===== src/rtl/mem_ctrl_pkg.sv =====
// mem_ctrl_pkg: shared definitions for the byte-wide RAM port controller.
//  - state_t      : controller FSM encoding
//  - SIZE_B/H/W   : load/store size codes (3 is illegal and treated as word)
//  - size_to_bytes: size code -> number of bytes to sequence
//  - is_io        : IO region decode on address bits [17:16]
package mem_ctrl_pkg;

  typedef enum logic [2:0] {
    IDLE   = 3'd0,
    IF_RD  = 3'd1,
    MEM_RD = 3'd2,
    MEM_WR = 3'd3,
    DONE   = 3'd4
  } state_t;

  localparam logic [1:0] SIZE_B = 2'd0;
  localparam logic [1:0] SIZE_H = 2'd1;
  localparam logic [1:0] SIZE_W = 2'd2;

  // Byte count for a size code; the illegal code 3 behaves like a word.
  function automatic logic [2:0] size_to_bytes(input logic [1:0] size);
    case (size)
      SIZE_B:  return 3'd1;
      SIZE_H:  return 3'd2;
      default: return 3'd4;
    endcase
  endfunction

  // An address is IO when its bits [17:16] match those of the IO base.
  function automatic logic is_io(input logic [1:0] addr_bits, input logic [1:0] base_bits);
    return addr_bits == base_bits;
  endfunction

endpackage


===== src/rtl/mc_byte_lane.sv =====
// mc_byte_lane: combinational byte lane helper for mem_ctrl.
//  wdata    in  32  store word
//  wsel     in  2   byte index to send out for a write
//  wbyte    out 8   selected store byte
//  word_in  in  32  partially assembled read word
//  din      in  8   byte returned by the RAM
//  ins_sel  in  2   lane that receives din
//  word_out out 32  word_in with lane ins_sel replaced by din
module mc_byte_lane (
  input  logic [31:0] wdata,
  input  logic [1:0]  wsel,
  output logic [7:0]  wbyte,
  input  logic [31:0] word_in,
  input  logic [7:0]  din,
  input  logic [1:0]  ins_sel,
  output logic [31:0] word_out
);

  logic [7:0] wlanes [4];

  genvar gi;
  generate
    for (gi = 0; gi < 4; gi++) begin : g_lane
      assign wlanes[gi] = wdata[8*gi +: 8];
      assign word_out[8*gi +: 8] = (ins_sel == 2'(gi)) ? din : word_in[8*gi +: 8];
    end
  endgenerate

  assign wbyte = wlanes[wsel];

endmodule


===== src/rtl/mem_ctrl.sv =====
// mem_ctrl: arbitrates the single byte-wide RAM port between instruction
// fetch (IF) and load/store (MEM). Multi-byte accesses are sequenced one
// byte per cycle, little-endian; completion is signalled by a one-cycle
// done pulse. MEM wins simultaneous requests.
//
// Optional feature: define MEM_CTRL_IF_CANCEL_EN to let if_cancel abort a
// fetch in flight (or in the cycle it is accepted) without an if_done.
//
// Ports:
//  clk_in, rst_in (async, active-low), rdy_in (0 freezes everything)
//  io_buffer_full       : stalls writes to the IO region
//  if_req/if_addr/if_cancel -> if_done/if_inst
//  mem_req/mem_we/mem_size/mem_addr/mem_wdata -> mem_done/mem_rdata
//  ram_din -> ram_dout/ram_a/ram_wr : external byte RAM/IO bus
//  busy                 : controller not idle
module mem_ctrl
  import mem_ctrl_pkg::*;
#(
  parameter int          ADDR_W  = 32,
  parameter logic [31:0] IO_BASE = 32'h30000
) (
  input  logic              clk_in,
  input  logic              rst_in,
  input  logic              rdy_in,
  input  logic              io_buffer_full,
  input  logic              if_req,
  input  logic [ADDR_W-1:0] if_addr,
  input  logic              if_cancel,
  output logic              if_done,
  output logic [31:0]       if_inst,
  input  logic              mem_req,
  input  logic              mem_we,
  input  logic [1:0]        mem_size,
  input  logic [ADDR_W-1:0] mem_addr,
  input  logic [31:0]       mem_wdata,
  output logic              mem_done,
  output logic [31:0]       mem_rdata,
  input  logic [7:0]        ram_din,
  output logic [7:0]        ram_dout,
  output logic [ADDR_W-1:0] ram_a,
  output logic              ram_wr,
  output logic              busy
);

  state_t            state_reg, state_next;
  logic [2:0]        cnt_reg, cnt_next;
  logic [2:0]        nbytes_reg, nbytes_next;
  logic [ADDR_W-1:0] base_reg, base_next;
  logic [31:0]       wdata_reg, wdata_next;
  logic [31:0]       data_reg, data_next;
  logic              done_if_reg, done_if_next;
  logic [31:0]       if_inst_reg, if_inst_next;
  logic [31:0]       mem_rdata_reg, mem_rdata_next;

  logic [ADDR_W-1:0] cur_a;
  logic              wr_stall;
  logic              rd_active;
  logic              cancel_hit;
  logic [7:0]        lane_wbyte;
  logic [31:0]       lane_word;
  logic [1:0]        ins_sel;

`ifdef MEM_CTRL_IF_CANCEL_EN
  assign cancel_hit = if_cancel;
`else
  logic unused_if_cancel;
  assign unused_if_cancel = if_cancel;
  assign cancel_hit       = 1'b0;
`endif

  assign cur_a    = base_reg + ADDR_W'(cnt_reg);
  assign wr_stall = is_io(cur_a[17:16], IO_BASE[17:16]) && io_buffer_full;
  // Address phase lasts cnt 0..N-1; cnt==N is the final capture-only cycle.
  assign rd_active = ((state_reg == IF_RD) || (state_reg == MEM_RD)) && (cnt_reg < nbytes_reg);
  // Byte captured in cycle cnt belongs to the address issued at cnt-1.
  assign ins_sel  = cnt_reg[1:0] - 2'd1;

  mc_byte_lane u_lane (
    .wdata    (wdata_reg),
    .wsel     (cnt_reg[1:0]),
    .wbyte    (lane_wbyte),
    .word_in  (data_reg),
    .din      (ram_din),
    .ins_sel  (ins_sel),
    .word_out (lane_word)
  );

  always_comb begin
    state_next     = state_reg;
    cnt_next       = cnt_reg;
    nbytes_next    = nbytes_reg;
    base_next      = base_reg;
    wdata_next     = wdata_reg;
    data_next      = data_reg;
    done_if_next   = done_if_reg;
    if_inst_next   = if_inst_reg;
    mem_rdata_next = mem_rdata_reg;

    case (state_reg)
      IDLE: begin
        cnt_next = 3'd0;
        if (mem_req) begin
          state_next   = mem_we ? MEM_WR : MEM_RD;
          nbytes_next  = size_to_bytes(mem_size);
          base_next    = mem_addr;
          wdata_next   = mem_wdata;
          data_next    = 32'd0;
          done_if_next = 1'b0;
        end else if (if_req && !cancel_hit) begin
          state_next   = IF_RD;
          nbytes_next  = 3'd4;
          base_next    = if_addr;
          data_next    = 32'd0;
          done_if_next = 1'b1;
        end
      end

      IF_RD, MEM_RD: begin
        if ((state_reg == IF_RD) && cancel_hit) begin
          state_next = IDLE;
          cnt_next   = 3'd0;
        end else begin
          if (cnt_reg != 3'd0) begin
            data_next = lane_word;
          end
          if (cnt_reg == nbytes_reg) begin
            state_next = DONE;
            cnt_next   = 3'd0;
            if (state_reg == IF_RD) begin
              if_inst_next = lane_word;
            end else begin
              mem_rdata_next = lane_word;
            end
          end else begin
            cnt_next = cnt_reg + 3'd1;
          end
        end
      end

      MEM_WR: begin
        // A full UART buffer holds the IO byte; it is retried each cycle.
        if (!wr_stall) begin
          if (cnt_reg == nbytes_reg - 3'd1) begin
            state_next = DONE;
            cnt_next   = 3'd0;
          end else begin
            cnt_next = cnt_reg + 3'd1;
          end
        end
      end

      DONE: begin
        state_next = IDLE;
      end

      default: begin
        state_next = IDLE;
        cnt_next   = 3'd0;
      end
    endcase
  end

  always_ff @(posedge clk_in or negedge rst_in) begin
    if (!rst_in) begin
      state_reg     <= IDLE;
      cnt_reg       <= 3'd0;
      nbytes_reg    <= 3'd0;
      base_reg      <= '0;
      wdata_reg     <= 32'd0;
      data_reg      <= 32'd0;
      done_if_reg   <= 1'b0;
      if_inst_reg   <= 32'd0;
      mem_rdata_reg <= 32'd0;
    end else if (rdy_in) begin
      state_reg     <= state_next;
      cnt_reg       <= cnt_next;
      nbytes_reg    <= nbytes_next;
      base_reg      <= base_next;
      wdata_reg     <= wdata_next;
      data_reg      <= data_next;
      done_if_reg   <= done_if_next;
      if_inst_reg   <= if_inst_next;
      mem_rdata_reg <= mem_rdata_next;
    end
  end

  // The address is parked at 0 outside real byte transfers (including a
  // stalled IO write) so IO locations are never read speculatively.
  assign ram_a     = (rd_active || ((state_reg == MEM_WR) && !wr_stall)) ? cur_a : '0;
  assign ram_wr    = rdy_in && (state_reg == MEM_WR) && !wr_stall;
  assign ram_dout  = (state_reg == MEM_WR) ? lane_wbyte : 8'd0;
  assign if_done   = (state_reg == DONE) && done_if_reg;
  assign mem_done  = (state_reg == DONE) && !done_if_reg;
  assign if_inst   = if_inst_reg;
  assign mem_rdata = mem_rdata_reg;
  assign busy      = (state_reg != IDLE);

endmodule


===== config.mk =====
export PLATFORM = sky130hd
export DESIGN_NAME = mem_ctrl
export DESIGN_NICKNAME = d
export VERILOG_FILES = /design/src/rtl/mem_ctrl_pkg.sv /design/src/rtl/mc_byte_lane.sv /design/src/rtl/mem_ctrl.sv
export SDC_FILE = /design/constraint.sdc
export NUM_CORES = 1
export LEC_CHECK = 0
export ABC_AREA = 1
export BUFFER_PORTS_ARGS = -buffer_cell sky130_fd_sc_hd__buf_4
export CELL_PAD_IN_SITES_DETAIL_PLACEMENT = 1
export CELL_PAD_IN_SITES_GLOBAL_PLACEMENT = 2
export CORE_UTILIZATION = 31
export CTS_CLUSTER_SIZE = 8
export DETAILED_ROUTE_END_ITERATION = 8
export HOLD_SLACK_MARGIN = 0.05
export PLACE_DENSITY = 0.85
export SKIP_LAST_GASP = 1
export SLEW_MARGIN = 15
export SYNTH_ARGS = -nofsm -noshare
export SYNTH_HDL_FRONTEND = slang
export SYNTH_SLANG_ARGS = --single-unit

===== constraint.sdc =====
create_clock -name clk_in -period 3.6 [get_ports clk_in]
set_input_delay 0.36 -clock clk_in [delete_from_list [all_inputs] [get_ports clk_in]]
set_output_delay 0.36 -clock clk_in [all_outputs]
set_load 0.01 [all_outputs]

* Word-level counts from Yosys, hierarchy flattened
Cells that the tools add are included.
** Operators by class
- Add/subtract/negate cells :: 4
- $lt $le $gt $ge :: 2
- Eq/ne operators :: 16
- Multiplexer cells :: 31
- Bitwise logic cells :: 3
- Reductions and logical operators :: 26
** Operators by type and width (count)
- $mux 32 :: 6
- $pmux 32 s2 :: 1
- $mux 8 :: 7
- $add 32x3->32 :: 1
- $mux 3 :: 10
- $pmux 3 s3 :: 2
- $bmux 8 s2 :: 1
- $reduce_and 4->1 :: 3
- $reduce_and 3->1 :: 3
- $ne 2x2->1 const B :: 4
- $logic_and 1x1->1 :: 7
- $eq 2x2->1 const B :: 3
- $eq 3x2->1 const B :: 2
- $eq 3x3->1 :: 2
- $pmux 3 s2 :: 1
- $reduce_bool 3->1 :: 2
- $reduce_and 5->1 :: 1
- $eq 2x1->1 const B :: 2
- $logic_not 2->1 :: 2
- $reduce_bool 2->1 :: 2
- $add 3x1->3 const B :: 1
- $eq 3x1->1 const B :: 1
- $eq 3x3->1 const B :: 1
- $ge 3x3->1 const B :: 1
- 11 further kinds :: 16
** Word-level totals
- Register bits :: 170
- Bits of input ports :: 114
- Output and inout port bits :: 108
- Logic and storage cells :: 91

* Longest topological paths before layout
Gate-level depths: netlist (run 1).
- Depth in word-level cells :: 7
- Gate-level depth with buffers :: 13
- Mapped depth without buffers :: 13

* Hierarchy
Synthesis (run 1) repeated with hierarchy kept, for this count alone.
** Unflattened totals
- Cells, all modules :: 1184
- Area, all modules :: 9148.8 um^2
** Modules (own cells, without submodules)
- mem_ctrl :: instances 1, cells an instance 999, area each 8301.7 um^2
- mc_byte_lane :: instances 1, cells an instance 185, area each 847.1 um^2

* Worst setup path after synthesis (run 1)
Ideal clock, no wire load.
- Path type :: reg2reg
- From :: register cnt_reg[0]
- To :: register if_inst_reg[0] (netlist: if_inst[0])
- Setup time :: 125 ps
- Data arrival time :: 2370 ps
- Data required time :: 3475 ps
- Path slack :: 1105 ps
- Cell stages (with the launch flop) :: 9
- Clock period less this slack :: 2495 ps
- Path through :: dfrtp_1 clkbuf_1 inv_1 clkbuf_1 ha_1 nand4_1 nor4_4 buf_2 mux2_2
** Between the ends
- Cells in the longest elaborated chain, start to end :: 3
- Elaborated cells between the ends (all ways) :: 5
- Those cells by class :: add/sub (1); eq/ne (1); mux (1); reduce/logical (2)
** RTL lines
- start, declared :: line mem_ctrl.sv:46 : logic [2:0] cnt_reg, cnt_next;
- start signal, assigned :: line mem_ctrl.sv:176 : cnt_reg <= cnt_next;
- $sub 2x1->2 :: line mem_ctrl.sv:76 : assign ins_sel = cnt_reg[1:0] - 2'd1;
- $logic_not 2->1 :: line mc_byte_lane.sv:25 : assign word_out[8*gi +: 8] = (ins_sel == 2'(gi)) ? din : word_in[8*gi +: 8];
- $mux 8 :: line mc_byte_lane.sv:25
- end signal, assigned :: line mem_ctrl.sv:182 : if_inst_reg <= if_inst_next;
- end, declared :: line mem_ctrl.sv:52 : logic [31:0] if_inst_reg, if_inst_next;
Several ways; a longest one is shown, not always the timed one.
A chain may end at the register's enable or synchronous reset.

* Final worst setup path (run 1)
- From :: register cnt_reg[0]
- To :: output ram_a[1]
** Between the ends
- Cells in the longest elaborated chain, start to end :: 7
- Elaborated cells between the ends (all ways) :: 9
- Those cells by class :: add/sub (1); order compare (1); eq/ne (1); mux (1); reduce/logical (5)
** RTL lines
- $add 32x3->32 :: line mem_ctrl.sv:71 : assign cur_a = base_reg + ADDR_W'(cnt_reg);
- $eq 2x2->1 :: line mem_ctrl_pkg.sv:31 : return addr_bits == base_bits;
- $logic_and 1x1->1 :: line mem_ctrl.sv:72 : assign wr_stall = is_io(cur_a[17:16], IO_BASE[17:16]) && io_buffer_full;
- $logic_not 1->1 :: line mem_ctrl.sv:189 : assign ram_a = (rd_active || ((state_reg == MEM_WR) && !wr_stall)) ? cur_a : '0;
- $logic_and 1x1->1 :: line mem_ctrl.sv:189
- $logic_or 1x1->1 :: line mem_ctrl.sv:189
- $mux 32 (*) :: line mem_ctrl.sv:189
- end, declared :: line mem_ctrl.sv:40 : output logic [ADDR_W-1:0] ram_a,
Every way passes the cells marked *; elsewhere a longest branch is shown, timed or not.

==> flow_summary.toml, run 1 <==
[status]
status = "complete, no violations"

[setup_path]
r2r_cells = 7
required_ps = 3240
path_buf_inv = 1
crit_type = "reg2out"
max_stage_delay_ps = 430
regToRegEndpoint = "if_inst[21]"
crit_path_start_kind = "flip-flop"
crit_fanout = 33
critPathArrivalTime_ps = 2890
path_common_cell = "nand2_1"
timing.rr.start = "cnt_reg[0]"
crit_chain = "ha_1 -> fa_1 -> nand3_1 -> nand2_1 -> nand2_1 -> nor2_1 -> nand2_1 -> nand2_1 -> nor2_2 -> nand2_2 -> nand2_8 -> a21boi_1 -> buf_4"
cp_slowest_cell = "fa_1"
path_delay_family = "simple AND/OR/NAND/NOR gates"
cp-end-kind = "output port"
rrSetupSlack_ps = 1130

[drt]
antenna_left = 0
avgViaCountPerCell = 4.804
wl_per_cell_um = 17.02
vias = 7711
drtIter0Drc = 357
routed_wl_um = 27320
drc = 0
dr.pass1.iters = 4

[cts]
postCtsSetupRepairBufs = 0
cts_buffer_depth = 2
cts.sink_count = 170
cts_resized = 0
cts_tree = "done"
clk_latency_ps = 430
numCtsBuffers = 17
cts-root-buf = "clkbuf_16"
clk_pin_slew_worst_paths_ps = 70
htreeDepth = 4
postCtsHoldBufs = 0

[timing]
setup_viol = 0
fin_worst_skew_ps = 9.307
tightestPinTransition_ps = 971.6
worst_slack_ps = 350.0
layout_worst_path_cycle_share_pct = 90.28
fin_tns_setup_ps = 0
hold_slack_ps = 31.22
drv_slew = 0
hold_violations = 0
rsz0062_at_grt = "no"
max_clock_freq_mhz = 307.7
timing.slew.headroom_pct = 35.23
min_period_ps = 3250

[power]
intPower_w = 0.005504
power_w = 0.009278
power.leakage_nw = 5.522
pwr-share-seq_pct = 34.4
comb_power_share_pct = 44.0
netSwitchingFraction_pct = 40.67
power_per_cell_area_mw_per_mm2 = 810.1
ir_drop_mv = 0.4664
switching_power_w = 0.003774
clockPowerShare_pct = 21.6

[logic_synthesis]
synth.most_common_cell = "nand2_1"
syn_nets = 1140
synth_area_leaders = "dfrtp_1 (48%), nand2_1 (12%), mux2_2 (5.5%)"
yosysUniqueCellTypes = 41
synth_edf_count = 0
netlist_instances = 1013
syn_avg_cell_area_um2 = 8.716
async_flop_share_pct = 100.0
synth_commonest_cells = "nand2_1 (275), dfrtp_1 (170), nor2_1 (102), inv_1 (53), o21ai_0 (50)"
ys_seq_area_share_pct = 48.18
synth_area_mm2 = 0.008830
synth-main-ff-cell = "dfrtp_1"
yosysWarnings = 0
ys_ff_latch = 170
synth_top_area_cell = "dfrtp_1"
yosysTopAreaCellShare_pct = 48.18

[global_route]
grt_pass1_wl_um = 43730
antenna_found_initial = 0
grt_max_degree = 100
track_usage_pct = 19.46
grt-ovfl-total = 0
grt_pass1_vias = 7944

[floorplanning]
dieArea_mm2 = 0.02916
core_area_mm2 = 0.02793
dieHeight_um = 170.8
start_util_pct = 31.61
num_io_pins = 222
fp.dieW_um = 170.8
rows = 61

[layout]
areaGrowthSynthToFinish_pct = 29.70
layout-drive-gt1-share_pct = 29.34
stdcell_count = 1605
finalNetCount = 1341
diodes = 0

[place]
dp_hpwl_um = 19620
portBuffers = 220
place_ws_ps = 617.7
gp_congestion = 0.8217
dpl.cell_count = 1573

[hold_path]
min_path_type = "in2async"

[run]
max_cap_violations = 0
[cells in the final DEF, fill, tap and decap left out, types with 3 or more instances in the layout]
cell type  netlist  routed
a21boi_1         3       3
a21oi_1         14      14
a21oi_2         29      29
a31oi_1         33      33
buf_4            2     230
bufinv_16        0       3
clkbuf_16        0      17
dfrtp_1        170     170
ha_1            12      12
inv_1           53      53
inv_2            6       6
inv_6            0       4
inv_8            0       3
mux2_1          21      21
mux2_2          43      43
nand2_1        275     275
nand3_1         49      49
nand4_1          8       8
nor2_1         102     102
nor2_2           4       4
nor3_1           5       5
o21ai_0         50      50
o21ai_1         31      31
xnor2_1         17      17
xor2_1          14      14
[power by group through the flow]
stage | Sequential [W] | Clock, W | Combinational (W)
after detailed placement | 0.00323 | 0 | 0.00411
after global routing | 0.00329 | 0.00214 | 0.00458
after floorplan | 0.00317 | 0 | 0.00248
after global placement | 0.00319 | 0 | 0.00401
after CTS | 0.00320 | 0.00206 | 0.00414
final | 0.00319 | 0.00200 | 0.00409
[cell families after synthesis]
kind of cell / share of synthesized area (%)
AOI/OAI and AO/OA: 11.56
muxes: 8.162
xor gates and xnor gates: 3.075
and+or+nand+nor: 21.38
buffers and inverters: 5.710
DFF: 48.18
adders and majority gates: 1.927
[area by class of cell]
cell class              count  area (um^2)
clock buffers              19        452.9
flip-flops and latches    170         4254
well taps                 378        473.0
fillers                  3342        16480
multi-input cells         731         4088
clock inverters            13        177.7
inverters                  61        229.0
repair buffers            233         1778
[metal layers]
layer,routed length [um],up-vias,global-route usage [%]
met4,469,0,5.249
met3,1120,24,3.562
li1,-,3737,-
met5,0,-,0
met1,12520,3773,25.81
met2,13220,177,32.40
[how the worst max path moves through the flow]
| stage | end | slack [ps] | from | cells past startpoint |
|---|---|---|---|---|
| 2_1_floorplan | if_inst[0] | 1100 | cnt_reg[0] | 8 |
| 3_3_place_gp | ram_a[17] | 710 | cnt_reg[0] | 13 |
| 3_5_place_dp | ram_a[1] | 620 | cnt_reg[0] | 13 |
| 4_1_cts | ram_a[1] | 140 | cnt_reg[0] | 13 |
| 5_1_grt | ram_a[1] | 110 | cnt_reg[0] | 13 |
| 6_report | ram_a[1] | 350 | cnt_reg[0] | 13 |
[metrics by stage]
step,util (%),cell area [um^2]
after floorplan,-,8830
after global placement,38.71,10810
after detailed placement,38.71,10810
after CTS,40.97,11440
after global routing,41.00,11450
final,41.00,11450
No activity file was read; power rests on OpenSTA's default activity.
==> run 2: changes to the inputs <==
Clock period 3.6 ns to 3.45 ns, I/O delays scaled along.
==> flow_summary.toml, run 2 (synthesis results as in run 1) <==
[status]
status = "complete, no violations"

[setup_path]
max_stage_delay_ps = 440
cp_slowest_cell = "fa_1"
cp-end-kind = "output port"
crit_path_start_kind = "flip-flop"
required_ps = 3110
crit_fanout = 16
crit_type = "reg2out"
crit_chain = "ha_1 -> fa_1 -> nand3_1 -> nand2_1 -> nand2_1 -> nor2_1 -> nand2_1 -> nand2_1 -> nor2_2 -> nand2_2 -> nand2_4 -> a21oi_2 -> buf_4"
path_common_cell = "nand2_1"
critPathArrivalTime_ps = 2910

[cts]
cts_buffer_depth = 2
postCtsSetupRepairBufs = 0
numCtsBuffers = 17
htreeDepth = 4
clk_latency_ps = 430
cts_tree = "done"
cts.sink_count = 170
clk_pin_slew_worst_paths_ps = 80
cts-root-buf = "clkbuf_16"

[power]
power_per_cell_area_mw_per_mm2 = 836.2
power.leakage_nw = 5.522
pwr-share-seq_pct = 34.7
ir_drop_mv = 0.3556
intPower_w = 0.005601
switching_power_w = 0.003997
comb_power_share_pct = 44.5
clockPowerShare_pct = 20.8
netSwitchingFraction_pct = 41.64

[drt]
drc = 0
drtIter0Drc = 338
wl_per_cell_um = 16.96
vias = 7773
avgViaCountPerCell = 4.831
routed_wl_um = 27290
dr.pass1.iters = 4
antenna_left = 0

[place]
gp_congestion = 0.8118
portBuffers = 220
place_ws_ps = 491.7
dp_hpwl_um = 19650

[layout]
multiInputGateArea_mm2 = 0.004099
final_common_cell = "nand2_1"
regArea_mm2 = 0.004254
finalNetCount = 1345
most-common-layout-cells = "nand2_1 (275), buf_4 (232), dfrtp_1 (170)"
layout-drive-gt1-share_pct = 29.49
diodes = 0
areaGrowthSynthToFinish_pct = 30.00
n_fill_cell = 3346

[timing]
setup_viol = 0
rsz0062_at_grt = "no"
timing.slew.headroom_pct = 35.69
max_clock_freq_mhz = 306.9
worst_slack_ps = 191.2
layout_worst_path_cycle_share_pct = 94.46
drv_slew = 0
tightestPinTransition_ps = 961.1
fin_worst_skew_ps = 13.97
hold_violations = 0
min_period_ps = 3259
fin_tns_setup_ps = 0

[floorplanning]
core_area_mm2 = 0.02793
rows = 61
dieArea_mm2 = 0.02916
dieHeight_um = 170.8
fp.dieW_um = 170.8
start_util_pct = 31.61
num_io_pins = 222

[global_route]
grt_pass1_vias = 7822
track_usage_pct = 19.20
grt_pass1_wl_um = 43060
grt-ovfl-total = 0
antenna_found_initial = 0
grt_max_degree = 84

[hold_path]
min_path_type = "in2reg"

[run]
max_cap_violations = 0
[run 2: power by group through the flow]
stage | clock network, W | registers [W] | logic (W)
global route | 0.00212 | 0.00344 | 0.00479
global placement | 0 | 0.00333 | 0.00419
finish | 0.00200 | 0.00333 | 0.00427
floorplan | 0 | 0.00330 | 0.00259
detailed placement | 0 | 0.00337 | 0.00430
CTS | 0.00206 | 0.00333 | 0.00432
[run 2: final timing paths]
check                         startpoint             to  slack [ps]  cells past startpoint
hold / removal              mem_wdata[7]   wdata_reg[7]         110                      3
setup / recovery              cnt_reg[0]      ram_a[22]         190                     13
min in group asynchronous         rst_in  mem_rdata[16]         540                      2
setup reg to reg              cnt_reg[1]   data_reg[21]         810                      8
max in group asynchronous         rst_in    data_reg[5]        1960                      3
hold reg to reg            wdata_reg[14]  wdata_reg[14]         470                      2
[run 2: layout make-up]
cell class	instances	area share (%)
clock inverters	14	1.581
flip-flops and latches	170	37.06
well taps	378	4.120
inverters	61	1.995
multi-input cells	732	35.71
repair buffers	236	15.71
clock buffers	18	3.826
[run 2: worst max-delay path: cells and delay by family, from the launching register on]
family / cells / cell delay (ps)
simple gates: 9 / 1160
fa+ha+maj: 2 / 690
flops: 1 / 390
buf+inv: 1 / 160
compound gates: 1 / 90
[run 2: timing repair]
item	CTS	global route
hold buffers	1	0
endpoints found under the setup margin	0	33
hold endpoints to repair	67	0
resized for setup	0	1
[run 2: per-stage QoR]
| stage | util [%] | area [um^2] | total power (W) | std cells | hold WS (ps) |
|---|---|---|---|---|---|
| final | 41.09 | 11480 | 0.009598 | 1609 | 111.9 |
| after global routing | 41.09 | 11480 | 0.01035 | 1609 | 108.4 |
| after CTS | 41.02 | 11460 | 0.009712 | 1608 | 90.18 |
| after detailed placement | 38.76 | 10830 | 0.007664 | 1575 | 453.2 |
| after global placement | 38.76 | 10830 | 0.007521 | 1575 | 447.9 |
| after floorplan | - | 8830 | 0.005891 | 1013 | 49.41 |
[run 2: routing by layer]
metal / up-vias / part of all wire (%) / GRT usage, %
li1: 3747 / - / -
met1: 3815 / 46 / 25.84
met2: 177 / 47 / 31.11
met3: 34 / 3.6 / 2.961
met4: 0 / 2.7 / 6.972
met5: - / 0 / 0
